--- config.mk ---
export PLATFORM = sky130hd
export DESIGN_NAME = aclk_multi_alarm_flat
export DESIGN_NICKNAME = d
export VERILOG_FILES = /design/src/rtl/aclk_pkg.sv /design/src/rtl/aclk_multi_alarm_if.sv /design/src/rtl/aclk_alarm_ch.sv /design/src/rtl/aclk_multi_alarm.sv /design/src/flat_wrapper.sv
export SDC_FILE = /design/constraint.sdc
export NUM_CORES = 1
export LEC_CHECK = 0
export ABC_AREA = 1
export CAP_MARGIN = 0
export CORE_MARGIN = 3
export CORE_UTILIZATION = 44
export DETAILED_ROUTE_END_ITERATION = 16
export PLACE_DENSITY_LB_ADDON = 0.08
export SYNTH_ARGS = -nofsm -noshare
export SYNTH_HDL_FRONTEND = slang
export SYNTH_SLANG_ARGS = --single-unit
--- constraint.sdc ---
create_clock -name clk -period 5.82 [get_ports clk]
set_input_delay 1.746 -clock clk [delete_from_list [all_inputs] [get_ports clk]]
set_output_delay 1.746 -clock clk [all_outputs]
set_load 0.01 [all_outputs]
--- src/rtl/aclk_pkg.sv ---
// Shared types and helpers for the multi-alarm BCD clock.
// The SNOOZE state exists only when ACLK_SNOOZE_EN is defined.
package aclk_pkg;

  localparam int SEC_PER_MIN = 60;

  typedef struct packed {
    logic [1:0] h1;
    logic [3:0] h0;
    logic [3:0] m1;
    logic [3:0] m0;
    logic [3:0] s1;
    logic [3:0] s0;
  } bcd_time_t;

  typedef enum logic [1:0] {
    AL_OFF,
    AL_ARMED,
    AL_RINGING
`ifdef ACLK_SNOOZE_EN
    , AL_SNOOZE
`endif
  } alarm_state_e;

  function automatic logic bcd_hm_valid(input logic [1:0] h1, input logic [3:0] h0,
                                        input logic [3:0] m1, input logic [3:0] m0);
    return (h0 <= 4'd9) && (m1 <= 4'd5) && (m0 <= 4'd9) &&
           ((h1 < 2'd2) || ((h1 == 2'd2) && (h0 <= 4'd3)));
  endfunction

  // One-second BCD increment with 23:59:59 -> 00:00:00 rollover.
  function automatic bcd_time_t bcd_inc(input bcd_time_t t);
    bcd_time_t r;
    r = t;
    if (t.s0 != 4'd9) r.s0 = t.s0 + 4'd1;
    else begin
      r.s0 = '0;
      if (t.s1 != 4'd5) r.s1 = t.s1 + 4'd1;
      else begin
        r.s1 = '0;
        if (t.m0 != 4'd9) r.m0 = t.m0 + 4'd1;
        else begin
          r.m0 = '0;
          if (t.m1 != 4'd5) r.m1 = t.m1 + 4'd1;
          else begin
            r.m1 = '0;
            if ((t.h1 == 2'd2) && (t.h0 == 4'd3)) begin
              r.h1 = '0;
              r.h0 = '0;
            end else if (t.h0 == 4'd9) begin
              r.h0 = '0;
              r.h1 = t.h1 + 2'd1;
            end else r.h0 = t.h0 + 4'd1;
          end
        end
      end
    end
    return r;
  endfunction

endpackage

--- src/rtl/aclk_multi_alarm_if.sv ---
// Configuration/display bus of the multi-alarm clock.
// The snooze line exists only when ACLK_SNOOZE_EN is defined.
interface aclk_multi_alarm_if #(parameter int NUM_ALARMS = 4);
  localparam int SEL_W = (NUM_ALARMS > 1) ? $clog2(NUM_ALARMS) : 1;

  logic [1:0]            H_in1;
  logic [3:0]            H_in0, M_in1, M_in0;
  logic                  LD_time, LD_alarm;
  logic [SEL_W-1:0]      alarm_sel;
  logic                  alarm_en_in;
  logic                  stop_alarm;
`ifdef ACLK_SNOOZE_EN
  logic                  snooze;
`endif
  logic [1:0]            H_out1;
  logic [3:0]            H_out0, M_out1, M_out0, S_out1, S_out0;
  logic                  sec_tick;
  logic [NUM_ALARMS-1:0] alarm_active;
  logic                  alarm;
  logic                  ld_err;

  modport master (
`ifdef ACLK_SNOOZE_EN
    output snooze,
`endif
    output H_in1, H_in0, M_in1, M_in0, LD_time, LD_alarm, alarm_sel, alarm_en_in, stop_alarm,
    input  H_out1, H_out0, M_out1, M_out0, S_out1, S_out0, sec_tick, alarm_active, alarm, ld_err
  );

  modport slave (
`ifdef ACLK_SNOOZE_EN
    input  snooze,
`endif
    input  H_in1, H_in0, M_in1, M_in0, LD_time, LD_alarm, alarm_sel, alarm_en_in, stop_alarm,
    output H_out1, H_out0, M_out1, M_out0, S_out1, S_out0, sec_tick, alarm_active, alarm, ld_err
  );
endinterface

--- src/rtl/aclk_alarm_ch.sv ---
// One alarm channel: stored HH:MM, state machine, ring timeout and
// (with ACLK_SNOOZE_EN) snooze countdown.
module aclk_alarm_ch
  import aclk_pkg::*;
#(
  parameter int RING_SECONDS = 60
`ifdef ACLK_SNOOZE_EN
  , parameter int SNOOZE_MIN = 5
`endif
) (
  input  logic       clk,
  input  logic       reset,
  input  logic       ld,
  input  logic       ld_en,
  input  logic [13:0] ld_hm,
  input  logic       tick,
  input  bcd_time_t  now,
  input  logic       stop,
`ifdef ACLK_SNOOZE_EN
  input  logic       snooze,
`endif
  output logic       active
);
  localparam int RW = (RING_SECONDS > 1) ? $clog2(RING_SECONDS) : 1;

  alarm_state_e st_q, st_d;
  logic [13:0]  hm_q, hm_d;
  logic [RW-1:0] ring_q, ring_d;
  logic         match;

`ifdef ACLK_SNOOZE_EN
  localparam int SNZ_TICKS = SNOOZE_MIN * SEC_PER_MIN;
  localparam int SW = (SNZ_TICKS > 1) ? $clog2(SNZ_TICKS) : 1;
  logic [SW-1:0] snz_q, snz_d;
`endif

  // Trigger only on a counted second, so a time load onto HH:MM:00 is silent.
  assign match  = tick && (now == {hm_q, 8'h00});
  assign active = (st_q == AL_RINGING);

  always_comb begin
    st_d   = st_q;
    hm_d   = hm_q;
    ring_d = ring_q;
`ifdef ACLK_SNOOZE_EN
    snz_d  = snz_q;
`endif
    if (ld) begin
      hm_d   = ld_hm;
      st_d   = ld_en ? AL_ARMED : AL_OFF;
      ring_d = '0;
    end else begin
      case (st_q)
        AL_ARMED: if (match) begin
          st_d   = AL_RINGING;
          ring_d = '0;
        end
        AL_RINGING: begin
          if (stop) st_d = AL_ARMED;
`ifdef ACLK_SNOOZE_EN
          else if (snooze) begin
            st_d  = AL_SNOOZE;
            snz_d = '0;
          end
`endif
          else if (tick) begin
            if (ring_q == RW'(RING_SECONDS - 1)) st_d = AL_ARMED;
            else ring_d = ring_q + RW'(1);
          end
        end
`ifdef ACLK_SNOOZE_EN
        AL_SNOOZE: begin
          if (stop) st_d = AL_ARMED;
          else if (tick) begin
            if (snz_q == SW'(SNZ_TICKS - 1)) begin
              st_d   = AL_RINGING;
              ring_d = '0;
            end else snz_d = snz_q + SW'(1);
          end
        end
`endif
        default: ;
      endcase
    end
  end

  always_ff @(posedge clk or posedge reset) begin
    if (reset) begin
      st_q   <= AL_OFF;
      hm_q   <= '0;
      ring_q <= '0;
`ifdef ACLK_SNOOZE_EN
      snz_q  <= '0;
`endif
    end else begin
      st_q   <= st_d;
      hm_q   <= hm_d;
      ring_q <= ring_d;
`ifdef ACLK_SNOOZE_EN
      snz_q  <= snz_d;
`endif
    end
  end

endmodule

--- src/rtl/aclk_multi_alarm.sv ---
// 24-hour BCD clock with prescaler, validated loads and NUM_ALARMS channels.
// Define ACLK_SNOOZE_EN to add the snooze input and SNOOZE state.
module aclk_multi_alarm
  import aclk_pkg::*;
#(
  parameter int TICKS_PER_SEC = 10,
  parameter int NUM_ALARMS    = 4,
  parameter int RING_SECONDS  = 60,
  parameter int SNOOZE_MIN    = 5
) (
  input logic              clk,
  input logic              reset,
  aclk_multi_alarm_if.slave bus
);
  localparam int PW    = $clog2(TICKS_PER_SEC);
  localparam int SEL_W = (NUM_ALARMS > 1) ? $clog2(NUM_ALARMS) : 1;

  if (TICKS_PER_SEC < 2 || NUM_ALARMS < 1 || RING_SECONDS < 1 || SNOOZE_MIN < 1) begin : g_bad_cfg
    $error("aclk_multi_alarm: parameter out of range");
  end

  logic [PW-1:0]         presc_q, presc_d;
  bcd_time_t             time_q, time_d;
  logic                  tick_q, tick_d;
  logic                  ld_err_q, ld_err_d;
  logic                  time_ok, alarm_ok;
  logic [13:0]           ld_hm;
  logic [NUM_ALARMS-1:0] ch_ld, active;

  assign ld_hm = {bus.H_in1, bus.H_in0, bus.M_in1, bus.M_in0};

  always_comb begin
    time_ok  = bcd_hm_valid(bus.H_in1, bus.H_in0, bus.M_in1, bus.M_in0);
    alarm_ok = time_ok && (int'(bus.alarm_sel) < NUM_ALARMS);
    ld_err_d = (bus.LD_time && !time_ok) || (bus.LD_alarm && !alarm_ok);
    presc_d  = presc_q + PW'(1);
    tick_d   = 1'b0;
    time_d   = time_q;
    // A valid load restarts the second, so it suppresses a coincident tick.
    if (bus.LD_time && time_ok) begin
      presc_d = '0;
      time_d  = {ld_hm, 8'h00};
    end else if (presc_q == PW'(TICKS_PER_SEC - 1)) begin
      presc_d = '0;
      tick_d  = 1'b1;
      time_d  = bcd_inc(time_q);
    end
  end

  always_ff @(posedge clk or posedge reset) begin
    if (reset) begin
      presc_q  <= '0;
      time_q   <= '0;
      tick_q   <= 1'b0;
      ld_err_q <= 1'b0;
    end else begin
      presc_q  <= presc_d;
      time_q   <= time_d;
      tick_q   <= tick_d;
      ld_err_q <= ld_err_d;
    end
  end

  for (genvar n = 0; n < NUM_ALARMS; n++) begin : g_ch
    assign ch_ld[n] = bus.LD_alarm && alarm_ok && (bus.alarm_sel == SEL_W'(n));

    aclk_alarm_ch #(
      .RING_SECONDS(RING_SECONDS)
`ifdef ACLK_SNOOZE_EN
      , .SNOOZE_MIN(SNOOZE_MIN)
`endif
    ) u_ch (
      .clk    (clk),
      .reset  (reset),
      .ld     (ch_ld[n]),
      .ld_en  (bus.alarm_en_in),
      .ld_hm  (ld_hm),
      .tick   (tick_q),
      .now    (time_q),
      .stop   (bus.stop_alarm),
`ifdef ACLK_SNOOZE_EN
      .snooze (bus.snooze),
`endif
      .active (active[n])
    );
  end

  assign bus.H_out1       = time_q.h1;
  assign bus.H_out0       = time_q.h0;
  assign bus.M_out1       = time_q.m1;
  assign bus.M_out0       = time_q.m0;
  assign bus.S_out1       = time_q.s1;
  assign bus.S_out0       = time_q.s0;
  assign bus.sec_tick     = tick_q;
  assign bus.ld_err       = ld_err_q;
  assign bus.alarm_active = active;
  assign bus.alarm        = |active;

endmodule

--- src/flat_wrapper.sv ---
// flat-port wrapper written by rule: the top's interface ports become plain ports
module aclk_multi_alarm_flat import aclk_pkg::*;
#(
  parameter int TICKS_PER_SEC = 10,
  parameter int NUM_ALARMS    = 4,
  parameter int RING_SECONDS  = 60,
  parameter int SNOOZE_MIN    = 5
)
  (clk, reset, bus_H_in1, bus_H_in0, bus_M_in1, bus_M_in0, bus_LD_time, bus_LD_alarm, bus_alarm_sel, bus_alarm_en_in, bus_stop_alarm, bus_H_out1, bus_H_out0, bus_M_out1, bus_M_out0, bus_S_out1, bus_S_out0, bus_sec_tick, bus_alarm_active, bus_alarm, bus_ld_err);
  aclk_multi_alarm_if #(.NUM_ALARMS(NUM_ALARMS)) bus_i ();
  input logic clk;
  input logic reset;
  input wire logic [$bits(bus_i.H_in1)-1:0] bus_H_in1;
  input wire logic [$bits(bus_i.H_in0)-1:0] bus_H_in0;
  input wire logic [$bits(bus_i.M_in1)-1:0] bus_M_in1;
  input wire logic [$bits(bus_i.M_in0)-1:0] bus_M_in0;
  input wire logic [$bits(bus_i.LD_time)-1:0] bus_LD_time;
  input wire logic [$bits(bus_i.LD_alarm)-1:0] bus_LD_alarm;
  input wire logic [$bits(bus_i.alarm_sel)-1:0] bus_alarm_sel;
  input wire logic [$bits(bus_i.alarm_en_in)-1:0] bus_alarm_en_in;
  input wire logic [$bits(bus_i.stop_alarm)-1:0] bus_stop_alarm;
  output wire logic [$bits(bus_i.H_out1)-1:0] bus_H_out1;
  output wire logic [$bits(bus_i.H_out0)-1:0] bus_H_out0;
  output wire logic [$bits(bus_i.M_out1)-1:0] bus_M_out1;
  output wire logic [$bits(bus_i.M_out0)-1:0] bus_M_out0;
  output wire logic [$bits(bus_i.S_out1)-1:0] bus_S_out1;
  output wire logic [$bits(bus_i.S_out0)-1:0] bus_S_out0;
  output wire logic [$bits(bus_i.sec_tick)-1:0] bus_sec_tick;
  output wire logic [$bits(bus_i.alarm_active)-1:0] bus_alarm_active;
  output wire logic [$bits(bus_i.alarm)-1:0] bus_alarm;
  output wire logic [$bits(bus_i.ld_err)-1:0] bus_ld_err;
  assign bus_i.H_in1 = bus_H_in1;
  assign bus_i.H_in0 = bus_H_in0;
  assign bus_i.M_in1 = bus_M_in1;
  assign bus_i.M_in0 = bus_M_in0;
  assign bus_i.LD_time = bus_LD_time;
  assign bus_i.LD_alarm = bus_LD_alarm;
  assign bus_i.alarm_sel = bus_alarm_sel;
  assign bus_i.alarm_en_in = bus_alarm_en_in;
  assign bus_i.stop_alarm = bus_stop_alarm;
  assign bus_H_out1 = bus_i.H_out1;
  assign bus_H_out0 = bus_i.H_out0;
  assign bus_M_out1 = bus_i.M_out1;
  assign bus_M_out0 = bus_i.M_out0;
  assign bus_S_out1 = bus_i.S_out1;
  assign bus_S_out0 = bus_i.S_out0;
  assign bus_sec_tick = bus_i.sec_tick;
  assign bus_alarm_active = bus_i.alarm_active;
  assign bus_alarm = bus_i.alarm;
  assign bus_ld_err = bus_i.ld_err;
  aclk_multi_alarm #(.TICKS_PER_SEC(TICKS_PER_SEC), .NUM_ALARMS(NUM_ALARMS), .RING_SECONDS(RING_SECONDS), .SNOOZE_MIN(SNOOZE_MIN)) u_core (.clk(clk), .reset(reset), .bus(bus_i));
endmodule
# [Word-level counts from Yosys, hierarchy flattened]
# Index checks and enable logic that the tools add are counted.
[totals] regBits=116 in_bits=22 out_inout_bits=29 elab_cells=200
[op_classes] add_sub_neg=11 order_cmp=5 eq_ne=56 muxes=66 reduce_logical=41
[op_table] cell="two-way mux 6 bit" count=22
[op_table] cell="== test 22 bit" count=4
[op_table] cell="one-hot mux 6 bit (2 select lines)" count=4
[op_table] cell="two-way mux 22 bit" count=2
[op_table] cell="two-way mux 2 bit" count=21
[op_table] cell="!= test 4 x 3 -> 1 bit, second input constant" count=10
[op_table] cell="!= test 3 bit, second input constant" count=12
[op_table] cell="two-way mux 4 bit" count=7
[op_table] cell="AND reduction 5 bit" count=5
[op_table] cell="adder 4 x 1 -> 4 bit, second input constant" count=6
[op_table] cell="adder 6 x 1 -> 6 bit, second input constant" count=4
[op_table] cell="== test 6 bit, second input constant" count=4
[op_table] cell="AND reduction 4 bit" count=5
[op_table] cell="two-way mux 18 bit" count=1
[op_table] cell="logical AND 1 bit" count=17
[op_table] cell="== test 2 bit, second input constant" count=8
[op_table] cell="one-hot mux 2 bit (2 select lines)" count=4
[op_table] cell="nonzero test 3 bit" count=5
[op_table] cell="two-way mux 14 bit" count=1
[op_table] cell="!= test 3 x 2 -> 1 bit, second input constant" count=4
[op_table] cell="== test 2 x 1 -> 1 bit, second input constant" count=5
[op_table] cell="two-way mux 10 bit" count=1
[op_table] cell="== test 4 bit, second input constant" count=2
[op_table] cell="<= comparator 4 bit, second input constant" count=2
[op_table] cell="other kinds (16)" count=23

# [Depth between registers and ports, before layout]
[logic_depth] depth_word=9 depth_mapped=13 depth_no_buf=13

# [Modules after synthesis]
# From an unflattened synthesis, not the netlist that was laid out.
[unflattened] cells_unflattened=1012 hier_area_um2=7015.5
[by_module_without_submodules] module="aclk_alarm_ch" n_inst=4 cells_per_inst=190 area_each_um2=1298.7 seq_area_each_um2=550.5
[by_module_without_submodules] module="aclk_multi_alarm" n_inst=1 cells_per_inst=252 area_each_um2=1820.5 seq_area_each_um2=700.7

# [Worst setup path after synthesis]
# No wires, ideal clock.
[synth_timing] kind="in2reg" startpoint="input bus_M_in0[3]" endpoint="register u_core.g_ch[0].u_ch.ring_q[2]" setup_time_ns=0.117 arrival_ns=2.788 required_ns=5.703 path_slack_ns=2.915 stages=8 n_path_buf=0 cell_sequence="inv_1 > nor2_1 > nor3_4 > nand4_2 > nand3_2 > nand2_2 > nand2_1 > nand2_1"
[synth_via] elab_chain_len=7 elab_cells_between_ends=12 classes_between="order compare (1); eq/ne (4); mux (1); reduce/logical (6)"
[synth_lines] element="start: declaration" line_no="flat_wrapper.sv:16" rtl="input wire logic [$bits(bus_i.M_in0)-1:0] bus_M_in0;"
[synth_lines] element="<= comparator 4 bit (*)" line_no="aclk_pkg.sv:27" rtl="return (h0 <= 4'd9) && (m1 <= 4'd5) && (m0 <= 4'd9) &&"
[synth_lines] element="logical AND 1 bit (*) (2 in a row)" line_no="aclk_pkg.sv:27"
[synth_lines] element="logical AND 1 bit (*) (2 in a row)" line_no="aclk_multi_alarm.sv:65" rtl="assign ch_ld[n] = bus.LD_alarm && alarm_ok && (bus.alarm_sel == SEL_W'(n));"
[synth_lines] element="!= test 3 x 2 -> 1 bit (no line), or another cell as far along"
[synth_lines] element="AND reduction 5 bit (no line)"
[synth_lines] element="end signal: assignment" line_no="aclk_alarm_ch.sv:98" rtl="ring_q <= ring_d;"
[synth_lines] element="end: declaration" line_no="aclk_alarm_ch.sv:28" rtl="logic [RW-1:0] ring_q, ring_d;"
# Every way passes the cells marked *; elsewhere a longest branch is shown, timed or not.
# A chain may end at the register's enable or synchronous reset.

# [Worst setup path in the final report]
[layout_timing] startpoint="input bus_H_in0[3]" endpoint="register u_core.time_q (netlist bit u_core.bus.M_out0[1])"
[layout_via] elab_chain_len=7 elab_cells_between_ends=13 classes_between="order compare (2); eq/ne (2); mux (1); reduce/logical (8)"
[layout_lines] element="start: declaration" line_no="flat_wrapper.sv:14" rtl="input wire logic [$bits(bus_i.H_in0)-1:0] bus_H_in0;"
[layout_lines] element="<= comparator 4 bit or <= comparator 4 x 2 -> 1 bit (tied branches)" line_no="aclk_pkg.sv:27, aclk_pkg.sv:28"
[layout_lines] element="logical AND 1 bit, on equally long branches" line_no="aclk_pkg.sv:27, aclk_pkg.sv:28"
[layout_lines] element="logical AND 1 bit or logical OR 1 bit (tied branches)" line_no="aclk_pkg.sv:27, aclk_pkg.sv:28"
[layout_lines] element="logical AND 1 bit (*)" line_no="aclk_pkg.sv:27"
[layout_lines] element="logical AND 1 bit (*)" line_no="aclk_multi_alarm.sv:40" rtl="if (bus.LD_time && time_ok) begin"
[layout_lines] element="!= test 2 x 1 -> 1 bit (no line) or nonzero test 2 bit (tied branches)"
[layout_lines] element="AND reduction 3 bit (no line)"
[layout_lines] element="end signal: assignment" line_no="aclk_multi_alarm.sv:58" rtl="time_q <= time_d;"
[layout_lines] element="end: declaration" line_no="aclk_multi_alarm.sv:23" rtl="bcd_time_t time_q, time_d;"
# Marks and branches as above.

==> impl_metrics.tcl <==
set metrics [dict create \
    critPathArrivalTime_ns 4.67 \
    synthMuxAreaShare_pct 0 \
    yosysWarnings 0 \
    clock_insertion_delay_worst_skew_ns 0.41 \
    setup_viol 0 \
    drv_cap 0 \
    slew_viol_final 0 \
    synth_top_area_share_pct 42.3 \
    cpPeakStageDelay_ns 0.69 \
    r2r-end "u_core.bus.M_out0[1]" \
    cpMostUsedCell "nand2_1" \
    crit_type "input pin to flip-flop" \
    finish.net_count 1014 \
    status "finished, final reports clean" \
    cts_hold_buf 0 \
    grt_overflow 0 \
    ant_nets 0 \
    cts_setup_buffers 0 \
    globalplace.congestion 0.882 \
    io_buffers 50 \
    antennaDiodeCount 0 \
    synth_xor_area_share_pct 4.09 \
    holdWs_ns 0.470 \
    final_cells 1174 \
    hold_path_startpoint "u_core.g_ch[2].u_ch.st_q[0]" \
    area_growth_pct 18.2 \
    min_to "u_core.g_ch[2].u_ch.st_q[0]" \
    syn-num-nets 972 \
    cp-end-kind "flip-flop" \
    period_share_pct 74.6 \
    synth-adder-area-share_pct 2.56 \
    routed_via_density 5.19 \
    drt-total-wl_mm 18.4 \
    top_level_ports 51 \
    synth_area_leader_cell "dfrtp_1" \
    worstMarginPinSlew_ns 0.861 \
    cts-root-buf "clkbuf_16" \
    dpl.hpwl_mm 13.1 \
    cts-resized-gates 0 \
    syn_inst 936 \
    startpoint_type "input pin" \
    clock_skew_ns 0.00724 \
    antenna_found_initial 0 \
    dp.cells 1143 \
    pre_cts_ws_ns 1.14 \
    final_common_cell "nand2_1" \
    placed_cell_area_um2 7450 \
    hp-class "flip-flop to flip-flop" \
    drt-pass1-iter-count 6 \
    rrSetupSlack_ns 3.57 \
    netlist_top_cells_area "dfrtp_1, nand2_1, nand3_1, o21ai_0, inv_1" \
    hold_depth 2 \
    reg2reg_depth 10 \
    die_area_um2 17100 \
    p_leak_uw 0.00403 \
    path_cells "clkdlybuf4s50_1, nor2_1, nand2_1, nand2_4, nand4_2, o21ai_2, nand2_1, inv_2, nand2_1, o21ai_0" \
    wl_per_cell_um 15.7 \
    design_area_um2 8100 \
    powerDensity_nw_per_um2 391 \
    via_count 6094 \
    drt-initial-drc-count 526 \
    setup_ws_ns 1.48 \
    synth-compound-area-share_pct 9.42 \
    drive_gt1_share_pct 8.48 \
    die_w_um 131 \
    hold_viol 0 \
    syn_avg_cell_area_um2 7.32 \
    ys_seq_area_share_pct 42.3 \
    syn_area_um2 6860 \
    crit_fanout 30 \
    numCtsBuffers 17 \
    clockBufferDepth 2 \
    critPathSlowestCell "nand4_2" \
    synthSimpleGateAreaFrac_pct 33.0 \
    r2r_start "u_core.presc_q[1]" \
    drc_errors 0 \
    fmax_ghz 0.230 \
    core_area_um2 14900 \
    synth_top_family_by_area "simple AND/OR/NAND/NOR gates" \
    layout_common_cells "nand2_1, dfrtp_1, inv_1" \
    synth_cell_types 33 \
    cts_tree "built" \
    synthArstFlopShare_pct 100 \
    fin_setup_tns_ns 0 \
    cts.clk_slew.worst_paths_ns 0.05 \
    rsz0062_at_grt "false" \
    initial_core_util_pct 46.1 \
    cts_max_level 4 \
    final.min_clock_period_ns 4.34 \
    grt_pass1_wl_mm 30.0 \
    vdd_drop_max_uv 210 \
    synth_seq_cells 116 \
    rows 44 \
    yosys_most_used_dff "dfrtp_1" \
    clock_sinks 116 \
    grt_pass1_vias 5625 \
    required_ns 6.15 \
    die_y_um 131 \
    grt_start_max_net_pins 66 \
    grt_use_total_pct 22.8 \
    slew_headroom_pct 42.5 \
    synth_enable_flop_cells 0 \
]
-- synth_stat cells, types with 2 or more instances --
master,number
nand3_1,84
clkbuf_2,2
nand3b_1,2
nand3_2,5
nand4_1,14
o21ai_0,78
inv_1,102
clkbuf_1,3
o31ai_1,3
nor2_1,92
ha_1,14
nand2_1,271
nand4_2,3
inv_2,5
o211ai_1,2
nor3_1,7
a21oi_1,10
nor2_2,5
dfrtp_1,116
xnor2_1,7
buf_4,6
buf_2,22
o21ai_1,27
nand2_2,10
xor2_1,25
nand4_4,3
or2_2,11
o21ai_2,2
-- metrics by stage --
stage          utilization, %  total power [µW]
3_5_place_dp             50.1              2020
2_1_floorplan               -              1740
3_3_place_gp             50.1              2020
5_1_grt                  54.5              3380
6_report                 54.5              3170
4_1_cts                  54.5              3190
-- cell families after synthesis --
family	after synthesis
flip-flops	116
AO/OA/AOI/OAI	124
XOR/XNOR	32
buffers and inverters	141
AND/OR/NAND/NOR	509
adder cells (fa/ha/maj)	14
-- sequential cells by signal (all words and copies together) (netlist names), 2 cells and up --
register / flops
u_core.bus.M_out0: 4
u_core.bus.H_out1: 2
u_core.bus.S_out1: 4
u_core.g_ch.u_ch.ring_q: 24
u_core.bus.M_out1: 4
u_core.g_ch.u_ch.hm_q: 56
u_core.g_ch.u_ch.st_q: 8
u_core.bus.S_out0: 4
u_core.presc_q: 4
u_core.bus.H_out0: 4
-- layout make-up --
| type | instances | area (µm²) |
|---|---|---|
| clock buffer | 21 | 470 |
| clock inverter | 10 | 178 |
| fill | 1431 | 6760 |
| inverter | 107 | 404 |
| multi-input combinational | 679 | 3360 |
| sequential | 116 | 2900 |
| tap | 184 | 230 |
| timing repair buffer | 57 | 553 |
-- power breakdown --
part / internal, µW / switching, µW
combinational: 331 / 542
clock: 788 / 371
sequential: 986 / 152
-- worst max path at each step --
stage | startpoint | end | slack [ns] | depth (start not counted)
6_report | bus_H_in0[3] | u_core.bus.M_out0[1] | 1.48 | 10
5_1_grt | bus_H_in0[3] | u_core.bus.M_out0[1] | 1.22 | 10
4_1_cts | bus_H_in0[3] | u_core.bus.M_out0[1] | 1.54 | 10
3_5_place_dp | bus_H_in0[3] | u_core.bus.M_out0[3] | 1.14 | 10
3_3_place_gp | bus_H_in0[3] | u_core.bus.M_out0[0] | 1.15 | 9
2_1_floorplan | reset | u_core.bus.H_out0[0] | 1.00 | 1
-- critical path: cells and delay by family --
family                 cells  cell delay, ns
buffers and inverters      2            0.76
AND/OR/NAND/NOR            6            1.43
AO/OA/AOI/OAI              2            0.71
-- metal layers --
layer,GRT usage (%),part of all wire (%)
met1,33.3,49
met2,34.1,45
met3,5.12,5.1
met4,5.99,1.4
met5,0,0
Note: power is estimated with default switching activity, not from simulation.
